## config.mk

```make
export PLATFORM = sky130hd
export DESIGN_NAME = qos_wrr_scheduler
export DESIGN_NICKNAME = d
export VERILOG_FILES = /design/src/rtl/qos_pkg.sv /design/src/rtl/qos_rr_pick.sv /design/src/rtl/qos_wrr_scheduler.sv
export SDC_FILE = /design/constraint.sdc
export NUM_CORES = 1
export LEC_CHECK = 0
export ABC_AREA = 1
export CORE_ASPECT_RATIO = 1.4
export CORE_MARGIN = 2
export CORE_UTILIZATION = 38
export DETAILED_ROUTE_END_ITERATION = 10
export PLACE_DENSITY = 0.74
export SLEW_MARGIN = 20
export SYNTH_ARGS = -nofsm -noshare
export SYNTH_HDL_FRONTEND = slang
export SYNTH_HIERARCHICAL = 1
export SYNTH_SLANG_ARGS = --single-unit
```

## constraint.sdc

```tcl
create_clock -name clk -period 2.3 [get_ports clk]
set_input_delay 0.46 -clock clk [delete_from_list [all_inputs] [get_ports clk]]
set_output_delay 0.46 -clock clk [all_outputs]
set_load 0.005 [all_outputs]
```

## src/rtl/qos_pkg.sv

```systemverilog
// Shared constants and FSM state type for the QoS weighted round-robin scheduler.
package qos_pkg;

  localparam int NUM_CLASS = 4;
  localparam int PTR_W     = 2;
  localparam int WORD_W    = 12;
  localparam int WGT_W     = 4;
  localparam int CNT_W     = 8;

  typedef enum logic [2:0] {
    S_RESET,
    S_INIT,
    S_IDLE,
    S_ACTIVE,
    S_PAUSE
  } state_t;

endpackage

```

## src/rtl/qos_rr_pick.sv

```systemverilog
// Circular first-eligible picker: searches ptr+1, ptr+2, ptr+3 and finally ptr itself,
// so a lone eligible class whose credit ran out still starts a fresh round.
module qos_rr_pick
  import qos_pkg::*;
(
  input  logic [NUM_CLASS-1:0] eligible,
  input  logic [PTR_W-1:0]     ptr,
  output logic [PTR_W-1:0]     g,
  output logic                 found
);

  logic [PTR_W-1:0] cand;

  // Walk from the farthest offset to the nearest so the nearest eligible class wins.
  always_comb begin
    g     = '0;
    found = 1'b0;
    cand  = '0;
    for (int i = NUM_CLASS; i >= 1; i--) begin
      cand = ptr + PTR_W'(i);
      if (eligible[cand]) begin
        g     = cand;
        found = 1'b1;
      end
    end
  end

endmodule

```

## src/rtl/qos_wrr_scheduler.sv

```systemverilog
// Weighted round-robin drain of four class FIFOs into one egress path.
// Optional per-class grant counters are built when QOS_CNT_EN is defined.
module qos_wrr_scheduler
  import qos_pkg::*;
(
  input  logic                       clk,
  input  logic                       reset,
  input  logic                       init,
  input  logic [NUM_CLASS*WGT_W-1:0] weight,
  input  logic [NUM_CLASS-1:0]       empty_in,
  input  logic [WORD_W-1:0]          fifo_data0,
  input  logic [WORD_W-1:0]          fifo_data1,
  input  logic [WORD_W-1:0]          fifo_data2,
  input  logic [WORD_W-1:0]          fifo_data3,
  input  logic                       pause_in,
  output logic [NUM_CLASS-1:0]       pop_out,
  output logic                       push_out,
  output logic [WORD_W-1:0]          data_out,
  output logic                       active_out,
  output logic                       idle_out,
  input  logic                       req,
  input  logic [2:0]                 idx,
  output logic                       valid,
  output logic [CNT_W-1:0]           data
);

  state_t                             state;
  logic [NUM_CLASS-1:0][WGT_W-1:0]    wgt;
  logic [NUM_CLASS-1:0][WORD_W-1:0]   fifo_data;
  logic [NUM_CLASS-1:0]               eligible;
  logic [PTR_W-1:0]                   ptr;
  logic [PTR_W-1:0]                   pick_g;
  logic [PTR_W-1:0]                   grant;
  logic [PTR_W-1:0]                   sel_q;
  logic [WGT_W-1:0]                   credit;
  logic                               pick_found;
  logic                               keep;
  logic                               grant_en;
  logic                               push_q;

  assign fifo_data = {fifo_data3, fifo_data2, fifo_data1, fifo_data0};

  always_comb begin
    eligible = '0;
    for (int k = 0; k < NUM_CLASS; k++) begin
      eligible[k] = !empty_in[k] && (wgt[k] != '0);
    end
  end

  qos_rr_pick u_pick (
    .eligible (eligible),
    .ptr      (ptr),
    .g        (pick_g),
    .found    (pick_found)
  );

  // Stay on the current class while it has credit left, otherwise move on.
  assign keep     = eligible[ptr] && (credit < wgt[ptr]);
  assign grant    = keep ? ptr : pick_g;
  assign grant_en = !reset && !init && !pause_in && (state == S_ACTIVE) && (keep || pick_found);
  assign pop_out  = grant_en ? (NUM_CLASS'(1) << grant) : '0;

  always_ff @(posedge clk) begin
    if (reset) begin
      state  <= S_RESET;
      wgt    <= '0;
      ptr    <= '0;
      credit <= '0;
      push_q <= 1'b0;
      sel_q  <= '0;
    end else begin
      push_q <= grant_en;
      sel_q  <= grant;
      if (grant_en) begin
        if (keep) begin
          credit <= credit + 1'b1;
        end else begin
          ptr    <= pick_g;
          credit <= WGT_W'(1);
        end
      end
      case (state)
        S_RESET:  state <= init ? S_INIT : S_IDLE;
        // New weights restart the rotation from class 0 with no credit spent.
        S_INIT: begin
          wgt    <= weight;
          ptr    <= '0;
          credit <= '0;
          if (!init) state <= S_IDLE;
        end
        S_IDLE: begin
          if (init)               state <= S_INIT;
          else if (|eligible)     state <= S_ACTIVE;
        end
        S_ACTIVE: begin
          if (init)               state <= S_INIT;
          else if (pause_in)      state <= S_PAUSE;
          else if (!(|eligible))  state <= S_IDLE;
        end
        S_PAUSE: begin
          if (init)               state <= S_INIT;
          else if (!pause_in)     state <= S_ACTIVE;
        end
        default:                  state <= S_RESET;
      endcase
    end
  end

  // A word popped just before reset is dropped rather than pushed downstream.
  assign push_out   = push_q && !reset;
  assign data_out   = push_out ? fifo_data[sel_q] : '0;
  assign active_out = !reset && (state == S_ACTIVE);
  assign idle_out   = !reset && (state == S_IDLE);

`ifdef QOS_CNT_EN
  logic [NUM_CLASS-1:0][CNT_W-1:0] cnt;
  logic                            valid_q;
  logic [CNT_W-1:0]                data_q;

  always_ff @(posedge clk) begin
    if (reset) begin
      cnt     <= '0;
      valid_q <= 1'b0;
      data_q  <= '0;
    end else begin
      if (grant_en) cnt[grant] <= cnt[grant] + 1'b1;
      valid_q <= req && (idx < 3'd4);
      data_q  <= (req && (idx < 3'd4)) ? cnt[idx[1:0]] : '0;
    end
  end

  assign valid = valid_q && !reset;
  assign data  = reset ? '0 : data_q;
`else
  logic unused_cnt;
  assign unused_cnt = ^{req, idx};
  assign valid      = 1'b0;
  assign data       = '0;
`endif

endmodule

```

==> qor.csv <==
metric,value,unit
design_area,3770,µm²
skew,3.44,ps
finalSetupViolCount,5,
syn_area,2220,µm²
finalNonFillerCells,597,
synthCells,389,
vdd_drop_max,0.470,mV
drcViolationCount,0,
final_hold_viol_count,0,
whs,482,ps
rsz0062_at_grt,yes,
seqCellArea,569,µm²
hp-class,flop to flop,
critPathMaxStageDelay,410,ps
dpl_cell_area,3500,µm²
critical_path_class,flop to output port,
seq_area_frac_synth,25.2,%
dp.cells,583,
cts_made_buffers,3,
grt_usage,22.1,%
grt_pass1_wl,11.3,mm
wirelength,7.19,mm
drive_above_1_share,22.4,%
crit_fanout,7,
dieArea,6490,µm²
crit_arrival,2330,ps
clk_path_buf_depth,2,
port_buffers,90,
cap_violations,0,
root_buffer,clkbuf_8,
timing.final.crit_share,121,%
ys_ff_latch,28,
firstDrtPassIters,4,
overflow,0,
leakage,1.91,nW
rrSetupSlack,-70,ps
top_level_ports,104,
coreArea,5740,µm²
path_clk_slew,90,ps
wl_per_cell,12.0,µm
endpoint_kind,output port,
cts_num_sinks,28,
start_kind,flop,
fmax,358,MHz
vias_per_cell,4.82,
antenna_cells,0,
period_needed,2790,ps
die_h,94.5,µm
initial_core_util,38.7,%
layout_setup_ws,-490,ps
violations,negative setup slack,
path_cells,"buf_6, o21ai_2, a21oi_1, a21oi_1, ha_1, nand2_1, nand2_1, nand2_2, nand2_4, nand2_4, o21ai_4, buf_4, nor3b_4, buf_2",
fillers,515,
p_per_area,661,nW/µm²
clk_latency,280,ps
syn_area_per_cell,5.72,µm²
status,finished with violations,
grt_max_degree,29,
antenna_found_initial,0,
cp.required,1840,ps
die_x,68.6,µm
cts_tree,done,
htree_levels,1,
drv_slew,0,
area_growth,69.5,%
hpwlAfterDp,5.48,mm
tns,-1900,ps
gp_congestion,0.867,
finalPower,2.49,mW
multiInputGateArea,1490,µm²
rows,33,
grt_pass1_vias,2750,
place_ws,-706,ps
final_core_util,65.7,%
critPathSlowestCell,dfxtp_4,
ys_warn_count,6,
ys_types,30,
vias,2877,
ctsHoldBuffers,0,
ant_nets,0,
nNetsFinal,608,
drt_iter0_drc,90,
state kept, by name, indices dropped and copies added (netlist names):
| register | flops |
|---|---|
| push_q | 1 |
| sel_q | 2 |
| wgt | 16 |
| credit | 4 |
| ptr | 2 |
| state | 3 |
final timing paths:
check / from / end / depth (start not counted)
worst max register to register: ptr[0] / ptr[1] / 17
worst min-delay path: wgt[12] / wgt[12] / 2
worst min register to register: wgt[12] / wgt[12] / 2
worst max-delay path: ptr[0] / pop_out[0] / 14
report_power, final:
part | internal [mW] | switching, mW | leakage [nW] | total (mW)
Combinational | 0.710 | 0.833 | 1.65 | 1.54
Sequential | 0.576 | 0.0630 | 0.231 | 0.639
Clock | 0.154 | 0.157 | 0.0288 | 0.311
Total | 1.44 | 1.05 | 1.91 | 2.49
cells in the mapped netlist (all sizes together):
library cell / n / share of area (%)
xor2: 1 / 0.39
nor2: 83 / 14
and2: 1 / 0.39
ha: 4 / 2.3
nor3: 8 / 2.3
a31oi: 1 / 0.28
nor4: 1 / 0.28
nand2: 82 / 15
clkbuf: 12 / 2.0
conb: 1 / 0.17
nor3b: 1 / 0.56
nand3: 15 / 3.4
buf: 12 / 3.9
dfxtp: 28 / 25
inv: 50 / 8.8
a21oi: 37 / 8.5
xnor2: 1 / 0.39
o31ai: 1 / 0.34
o21ai: 50 / 12
timing repair:
action / 4_1_cts / 5_1_grt
gates resized for setup: 35 / 38
pin swaps: 14 / 18
setup endpoints to repair: 17 / 20
setup buffers: 8 / 2
layer usage:
layer  routed length (µm)  global-route usage (%)
met1                 2640                    22.4
met2                 3760                    41.8
met3                  605                    3.22
met4                  179                    10.7
met5                    0                       0
layout make-up:
cell class,count,share of cell area [%]
Timing Repair Buffer,150,36.3
Inverter,50,5.18
Tap cell,70,2.32
Clock buffer,4,1.46
Sequential cell,28,15.1
Multi-Input combinational cell,295,39.6
critical path: cells and delay by family, from the launching register on:
| kind | cells | cell delay, ps |
|---|---|---|
| AOI/OAI and AO/OA | 4 | 320 |
| adders and majority gates | 1 | 300 |
| buffers and inverters | 3 | 430 |
| DFF | 1 | 410 |
| and+or+nand+nor | 6 | 590 |
cell families (layout without fill, tap and decap cells):
family / after synthesis / in the layout / synth area share [%]
other: 1 / 9 / 0.169
buffers and inverters: 74 / 204 / 14.7
adder cells (fa/ha/maj): 4 / 4 / 2.25
AND/OR/NAND/NOR: 191 / 191 / 36.2
XOR/XNOR: 2 / 2 / 0.788
flip-flops: 28 / 28 / 25.2
AO/OA/AOI/OAI: 89 / 89 / 20.7
layout by cell type, fill, tap and decap left out, types with 3 or more instances in the layout:
master / n
nand3_2: 3
o21ai_1: 8
dlygate4sd2_1: 4
dfxtp_1: 25
dlymetal6s2s_1: 9
clkdlybuf4s50_1: 73
buf_4: 55
inv_2: 8
clkbuf_8: 4
buf_2: 4
a21oi_2: 3
nand3_1: 12
nand2_2: 11
nand2_4: 4
o21ai_2: 4
conb_1: 9
nor3_2: 3
nand2_1: 67
buf_6: 5
nor2_1: 80
inv_1: 41
o21ai_0: 37
a21oi_1: 32
nor3_1: 5
Power figures use the tool's default switching activity.
